## src/rtl/decoder_scanner_if.sv

```systemverilog
// Decoder/scanner control and output bundle: enables, mode, select/load, dwell in; decode, index, wrap out.
interface decoder_scanner_if #(
  parameter int SEL_W   = 3,
  parameter int DWELL_W = 8
);
  localparam int OUT_W = 1 << SEL_W;

  logic               g1;
  logic               g2a_bar;
  logic               g2b_bar;
  logic               mode;
  logic [SEL_W-1:0]   sel;
  logic               load;
  logic [DWELL_W-1:0] dwell;
  logic [OUT_W-1:0]   out;
  logic [SEL_W-1:0]   idx;
  logic               wrap;

  modport master (
    output g1, g2a_bar, g2b_bar, mode, sel, load, dwell,
    input  out, idx, wrap
  );

  modport slave (
    input  g1, g2a_bar, g2b_bar, mode, sel, load, dwell,
    output out, idx, wrap
  );
endinterface

```

## src/rtl/decoder_scanner.sv

```systemverilog
// Registered N-to-2^N one-hot decoder with 138-style enable gating and a dwell-timed auto-scan.
// Every output is a flop; the enable freezes index and dwell count without losing a step.
module decoder_scanner #(
  parameter int SEL_W      = 3,
  parameter int DWELL_W    = 8,
  parameter bit ACTIVE_LOW = 1'b0
) (
  input  logic             clk,
  input  logic             rst,
  decoder_scanner_if.slave bus
);
  localparam int OUT_W = 1 << SEL_W;
  localparam logic [OUT_W-1:0] INACTIVE = {OUT_W{ACTIVE_LOW}};
  localparam logic [SEL_W-1:0] LAST_IDX = {SEL_W{1'b1}};

  logic               en;
  logic [SEL_W-1:0]   idx_q, idx_n;
  logic [DWELL_W-1:0] cnt_q, cnt_n;
  logic [OUT_W-1:0]   out_q, out_n;
  logic               wrap_q, wrap_n;
  logic [OUT_W-1:0]   onehot;

  assign en = bus.g1 & ~bus.g2a_bar & ~bus.g2b_bar;

  always_comb begin
    idx_n  = idx_q;
    cnt_n  = cnt_q;
    wrap_n = 1'b0;
    if (en) begin
      if (bus.load) begin
        idx_n = bus.sel;
        cnt_n = '0;
      end else if (!bus.mode) begin
        cnt_n = '0;
      end else if (cnt_q >= bus.dwell) begin
        // Live dwell compare: shrinking dwell below cnt forces a step now.
        cnt_n  = '0;
        idx_n  = idx_q + 1'b1;
        wrap_n = (idx_q == LAST_IDX);
      end else begin
        cnt_n = cnt_q + 1'b1;
      end
    end
  end

  always_comb begin
    onehot        = '0;
    onehot[idx_n] = 1'b1;
    out_n         = en ? (onehot ^ INACTIVE) : INACTIVE;
  end

  always_ff @(posedge clk or posedge rst) begin
    if (rst) begin
      idx_q  <= '0;
      cnt_q  <= '0;
      out_q  <= INACTIVE;
      wrap_q <= 1'b0;
    end else begin
      idx_q  <= idx_n;
      cnt_q  <= cnt_n;
      out_q  <= out_n;
      wrap_q <= wrap_n;
    end
  end

  assign bus.out  = out_q;
  assign bus.idx  = idx_q;
  assign bus.wrap = wrap_q;
endmodule

```

## src/flat_wrapper.sv

```systemverilog
// flat-port wrapper written by rule: the top's interface ports become plain ports
module decoder_scanner_flat 
#(
  parameter int SEL_W      = 3,
  parameter int DWELL_W    = 8,
  parameter bit ACTIVE_LOW = 1'b0
)
  (clk, rst, bus_g1, bus_g2a_bar, bus_g2b_bar, bus_mode, bus_sel, bus_load, bus_dwell, bus_out, bus_idx, bus_wrap);
  decoder_scanner_if #(.SEL_W(SEL_W), .DWELL_W(DWELL_W)) bus_i ();
  input  logic clk;
  input  logic rst;
  input wire logic [$bits(bus_i.g1)-1:0] bus_g1;
  input wire logic [$bits(bus_i.g2a_bar)-1:0] bus_g2a_bar;
  input wire logic [$bits(bus_i.g2b_bar)-1:0] bus_g2b_bar;
  input wire logic [$bits(bus_i.mode)-1:0] bus_mode;
  input wire logic [$bits(bus_i.sel)-1:0] bus_sel;
  input wire logic [$bits(bus_i.load)-1:0] bus_load;
  input wire logic [$bits(bus_i.dwell)-1:0] bus_dwell;
  output wire logic [$bits(bus_i.out)-1:0] bus_out;
  output wire logic [$bits(bus_i.idx)-1:0] bus_idx;
  output wire logic [$bits(bus_i.wrap)-1:0] bus_wrap;
  assign bus_i.g1 = bus_g1;
  assign bus_i.g2a_bar = bus_g2a_bar;
  assign bus_i.g2b_bar = bus_g2b_bar;
  assign bus_i.mode = bus_mode;
  assign bus_i.sel = bus_sel;
  assign bus_i.load = bus_load;
  assign bus_i.dwell = bus_dwell;
  assign bus_out = bus_i.out;
  assign bus_idx = bus_i.idx;
  assign bus_wrap = bus_i.wrap;
  decoder_scanner #(.SEL_W(SEL_W), .DWELL_W(DWELL_W), .ACTIVE_LOW(ACTIVE_LOW)) u_core (.clk(clk), .rst(rst), .bus(bus_i));
endmodule
```

## config.mk

```make
export PLATFORM = sky130hd
export DESIGN_NAME = decoder_scanner_flat
export DESIGN_NICKNAME = d
export VERILOG_FILES = /design/src/rtl/decoder_scanner_if.sv /design/src/rtl/decoder_scanner.sv /design/src/flat_wrapper.sv
export SDC_FILE = /design/constraint.sdc
export NUM_CORES = 1
export LEC_CHECK = 0
export BUFFER_PORTS_ARGS = -buffer_cell sky130_fd_sc_hd__buf_2
export CORE_AREA = 10 10 66 68
export CTS_BUF_LIST = sky130_fd_sc_hd__clkbuf_8
export DETAILED_ROUTE_END_ITERATION = 8
export DIE_AREA = 0 0 76 78
export GPL_ROUTABILITY_DRIVEN = 0
export GPL_TIMING_DRIVEN = 0
export PLACE_DENSITY = 0.63
export SETUP_SLACK_MARGIN = 0.5
export SLEW_MARGIN = 15
export SYNTH_ARGS = -nofsm -noshare
export SYNTH_HDL_FRONTEND = slang
export SYNTH_SLANG_ARGS = --single-unit
```

## constraint.sdc

```tcl
create_clock -name clk -period 4.9 [get_ports clk]
set_clock_uncertainty 0.2 [all_clocks]
set_input_delay 0.49 -clock clk [delete_from_list [all_inputs] [get_ports clk]]
set_output_delay 0.49 -clock clk [all_outputs]
set_load 0.03 [all_outputs]
```

Yosys cells after proc, flatten, opt, wreduce, memory -nomap -nowiden
Index checks and enable logic that the tools add are counted.
W data, S select, Z words.

cells by class
  add/subtract/negate cells = 2
  $lt $le $gt $ge = 3
  equal/unequal tests = 1
  muxes and demuxes = 14
  bitwise gates (word level) = 4
  reduce and logical (&&, ||, !) cells = 1

operators by type and width
  operator               number
  $mux W8                4
  $mux W3                4
  $add A8 B1 Y8 const B  1
  $ge A8 B8 Y1           1
  $mux W1                5
  $lt A3 B4 Y1 const B   1
  $add A3 B1 Y3 const B  1
  $demux W1 S3           1
  $eq A3 B3 Y1 const B   1
  $ge A3 B1 Y1 const B   1
  $and A1 B1 Y1          2
  $not A1 Y1             2
  $logic_and A1 B1 Y1    1

storage, ports and cells
  bits in registers = 20
  bits of input ports = 18
  output and inout bits = 12
  word-level logic and storage cells = 29

Logic depth before layout (Yosys ltp)
  depth in word-level cells = 10
  mapped depth = 9
  depth with buffers taken out = 9

Least setup slack after synthesis
Ideal clock, no wire load.

  path kind = input port to flip-flop
  start point = in bus_dwell[0]
  end point = reg u_core.out_q[3] (netlist: u_core.bus.out[3])
  setup time = 0.086 ns
  data arrival time = 2.194 ns
  data required time = 4.614 ns
  path slack = 2.420 ns
  stages = 7
  path buffers = 0
  cells stage by stage = ha_1 -> nand2b_4 -> a2111oi_4 -> o32ai_2 -> and3b_1 -> or4_4 -> nor3_1

between the ends
  word-level cells in the longest chain between the ends = 10
  elaborated cells between the ends (all ways) = 11
  classes of those cells = order compare: 3; mux: 7; reduce/logical: 1

ends and longest elaborated chain
  element                                                                    line                   RTL
  from (decl)                                                                flat_wrapper.sv:18     input wire logic [$bits(bus_i.dwell)-1:0] bus_dwell;
  $ge A8 B8 Y1 (*)                                                           decoder_scanner.sv:35  end else if (cnt_q >= bus.dwell) begin
  $mux W3 (*)                                                                decoder_scanner.sv:35
  $mux W3 (*)                                                                decoder_scanner.sv:33  end else if (!bus.mode) begin
  $mux W3 (*)                                                                decoder_scanner.sv:30  if (bus.load) begin
  $mux W3 (*)                                                                decoder_scanner.sv:29  if (en) begin
  $lt A3 B4 Y1 (not written as such) / $ge A3 B1 Y1 (equally long branches)  decoder_scanner.sv:48  onehot[idx_n] = 1'b1;
  $logic_and A1 B1 Y1 (not written as such)                                  decoder_scanner.sv:48
  $mux W1 (not written as such)                                              decoder_scanner.sv:48
  $demux W1 S3 (*)                                                           -
  $mux W8 (*)                                                                decoder_scanner.sv:49  out_n = en ? (onehot ^ INACTIVE) : INACTIVE;
  named net u_core.out_n[3]                                                  decoder_scanner.sv:19  logic [OUT_W-1:0] out_q, out_n;
  to (signal assigned)                                                       decoder_scanner.sv:61  out_q <= out_n;
  to (decl)                                                                  decoder_scanner.sv:19

Mark *: on every way through the listed nets, which the timed path passes. The rest lies on a longest branch.
A chain may end at the register's enable or synchronous reset.

Final worst setup path
  start point = reg u_core.cnt_q[0]
  end point = reg u_core.out_q[1] (netlist: u_core.bus.out[1])

between the ends
  word-level cells in the longest chain between the ends = 10
  elaborated cells between the ends (all ways) = 11
  classes of those cells = order compare: 3; mux: 7; reduce/logical: 1

ends and longest elaborated chain
  element                                                                    line                   RTL
  from (decl)                                                                decoder_scanner.sv:18  logic [DWELL_W-1:0] cnt_q, cnt_n;
  from (signal assigned)                                                     decoder_scanner.sv:60  cnt_q <= cnt_n;
  $ge A8 B8 Y1 (*)                                                           decoder_scanner.sv:35
  $mux W3 (*)                                                                decoder_scanner.sv:35
  $mux W3 (*)                                                                decoder_scanner.sv:33
  $mux W3 (*)                                                                decoder_scanner.sv:30
  $mux W3 (*)                                                                decoder_scanner.sv:29
  named net u_core.idx_n[2]                                                  decoder_scanner.sv:17  logic [SEL_W-1:0] idx_q, idx_n;
  $lt A3 B4 Y1 (not written as such) / $ge A3 B1 Y1 (equally long branches)  decoder_scanner.sv:48
  $logic_and A1 B1 Y1 (not written as such)                                  decoder_scanner.sv:48
  $mux W1 (not written as such)                                              decoder_scanner.sv:48
  $demux W1 S3 (*)                                                           -
  $mux W8 (*)                                                                decoder_scanner.sv:49
  named net u_core.out_n[1]                                                  decoder_scanner.sv:19

Marks and branches as above.

==> reports/qor.json <==
{
  "status": {
    "status": "finished, final reports clean"
  },
  "sta": {
    "grt_setup_unrepaired": "no",
    "setup-violations-final": 0,
    "fin_crit_ps": 2660,
    "timing_worst_slew_pin_value_ps": 1050,
    "maxSlewViolCount": 0,
    "final-hold-violation-count": 0,
    "timing.setup.tns_ps": 0,
    "finalHoldWorstSlack_ps": 150,
    "slew_headroom_pct": 29.8,
    "maxClockFrequency_ghz": 0.375,
    "period_utilization_post_route_pct": 54.4
  },
  "critical_path": {
    "worst-r2r-setup-slack_ps": 2240,
    "worst-endpoint-required_ps": 4880,
    "worst-endpoint-arrival_ps": 2640,
    "worstSetupPathType": "reg2reg",
    "worstPathMaxFanout": 6,
    "critPathCaptureType": "register",
    "worst_setup_path_start_kind": "register"
  },
  "cts": {
    "cts_buffer_depth": 2,
    "cts_resized": 0,
    "cts_hold_buffers": 0,
    "cts-htree-levels": 1,
    "clock-root-buffer": "clkbuf_8",
    "tritoncts_clock_tree": "built",
    "clkSinkCount": 20,
    "clock_latency_ps": 260,
    "cts.repair_timing.setup_buffer_count": 0,
    "numCtsBuffers": 3,
    "clkTransAtPathRegs_ps": 70
  },
  "die": {
    "die_h_um": 78,
    "fp-row-count": 21,
    "die_width_um": 76,
    "floorplan.initialDensity_pct": 37.2,
    "core_box_area_um2": 3180,
    "pin_count": 30,
    "die_area_um2": 5930
  },
  "global_routing": {
    "grt_first_pass_wirelength_um": 4780,
    "grt_start_max_net_pins": 21,
    "grt_overflow": 0,
    "grt.total_usage_pct": 9.55,
    "first_global_vias": 1096,
    "grt_antenna_before_repair": 0
  },
  "placed_design": {
    "placed_insts": 196,
    "numPortBuffers": 29,
    "dp.final_hpwl_um": 2200
  },
  "hold_path": {
    "holdCritPathClass": "in2async"
  },
  "synthesis": {
    "synth-seq-area-share_pct": 42.3,
    "syn-num-nets": 150,
    "synth-seq-cells": 20,
    "yosysWarnings": 0,
    "ys_types": 34,
    "summed_instance_area_of_the_synthesized_netlist_um2": 1180,
    "synth.avg_cell_area_um2": 9.77,
    "synthCells": 121
  },
  "finish": {
    "fin_cells": 200,
    "final_layout_size_suffix_gt1_share_pct": 27.3,
    "final_nets": 184,
    "fillerInstances": 323,
    "regArea_um2": 500,
    "num_antenna_cells": 0,
    "multi_input_area_um2": 626,
    "layout_overhead_on_the_synthesized_area_pct": 21.8
  },
  "detailed_routing": {
    "highest_layer": "met4",
    "met2WireLength_um": 1270,
    "met1_wl_um": 1230,
    "drt_pre_antenna_iters": 4,
    "detail_route.iter0.violations": 22,
    "via_per_inst": 4.95,
    "num_vias": 989,
    "drt_drc_violations_left": 0,
    "met3_wirelength_um": 170,
    "final_routed_wire_length_divided_by_cell_count_um": 13.4,
    "wirelength_um": 2690,
    "ant_nets": 0
  },
  "power": {
    "cellLeakagePower_uw": 0.000711,
    "power.ir.vdd_worst_mv": 0.198,
    "pd_cells_nw_per_um2": 297
  },
  "job": {
    "cap_violations": 0
  }
}
-- kinds of logic (layout without fill, tap and decap cells) --
| logic type | after synthesis | after routing | share of synthesized area [%] |
|---|---|---|---|
| adder cells (fa/ha/maj) | 11 | 11 | 11.6 |
| AO/OA/AOI/OAI | 27 | 27 | 17.7 |
| buffers and inverters | 15 | 48 | 4.76 |
| multiplexers | 2 | 2 | 1.69 |
| AND/OR/NAND/NOR | 46 | 46 | 21.9 |
| flip-flops | 20 | 20 | 42.3 |
-- cell type report --
cell class              instances  area share (%)
flip-flops and latches         20            34.8
plain buffers                   2           0.521
clock buffers                   4            3.82
well taps                      46            4.00
multi-input cells              86            43.4
inverters                      13            3.39
repair buffers                 29            10.1
-- final timing paths --
check	end	startpoint	cells after the start
max in group asynchronous	u_core.cnt_q[3]	rst	2
max reg2reg	u_core.bus.out[1]	u_core.cnt_q[0]	9
max	u_core.bus.out[1]	u_core.cnt_q[0]	9
min reg2reg	u_core.cnt_q[7]	u_core.cnt_q[7]	2
min in group clk	u_core.cnt_q[7]	u_core.cnt_q[7]	2
min	u_core.bus.out[7]	rst	2
-- critical path: stages, from the launching register on --
cell       delay (ps)
dfrtp_1           410
inv_1              60
ha_1              270
nand2b_4          120
a2111oi_4          70
o32ai_2           480
a21oi_1           120
o2bb2ai_1         440
inv_1             190
nor3_1            210
-- per-layer routing --
layer | GRT usage [%] | vias up
met1 | 10.8 | 462
met5 | 0 | -
met4 | 2.46 | 0
met2 | 16.8 | 30
li1 | - | 494
met3 | 3.23 | 3
-- synth_stat cells (all sizes together) --
cell	instances	area (um^2)
nand2	10	37.5
o21a	3	22.5
nor3	10	50.1
or3b	1	8.76
o32ai	1	16.3
mux2i	2	20.0
inv	13	48.8
a21oi	4	20.0
or2	1	6.26
and4b	1	10.0
nor3b	1	7.51
dfrtp	20	500
o31ai	2	20.0
a2111oi	1	27.5
nor2b	3	18.8
nand3	2	10.0
ha	11	138
or4	1	11.3
nand3b	1	7.51
o21ai	13	65.1
buf	1	3.75
o311ai	1	8.76
o2bb2ai	1	8.76
nand4	1	6.26
clkbuf	1	3.75
and3	3	18.8
and3b	1	8.76
a211oi	1	20.0
nor2	5	18.8
nand2b	5	38.8
-- placed cells by master (no fill, tap or decap), types with 2 or more instances in the layout --
master,instances
clkbuf_8,4
nand3_1,2
nor3_1,10
nor2b_1,3
ha_1,11
nand2_1,10
o21ai_0,12
nor2_1,5
mux2i_1,2
dfrtp_1,20
nand2b_1,4
buf_2,29
o21a_1,3
inv_1,12
a21oi_1,4
and3_1,3
-- report_power, final --
part | total, uW | internal [uW] | switching (uW) | leakage [uW]
combinational | 112 | 44.7 | 66.9 | 0.000417
clock | 126 | 71.5 | 54.2 | 0.0000288
sequential | 190 | 177 | 12.7 | 0.000266
-- stage by stage --
step                      power (uW)  cell area [um^2]  setup slack [ps]  util (%)
after global routing             455              1440              1990      45.3
after CTS                        433              1440              2210      45.3
after global placement           300              1390              2140      43.6
final                            427              1440              2240      45.3
after detailed placement         307              1390              2060      43.6
after floorplan                  273              1180              2420         -
-- sequential cells by signal (all words and copies together), names as in the netlist --
register,cells
u_core.bus.out,8
u_core.cnt_q,8
u_core.bus.idx,3
u_core.bus.wrap,1
Note: power is estimated with default switching activity, not from simulation.
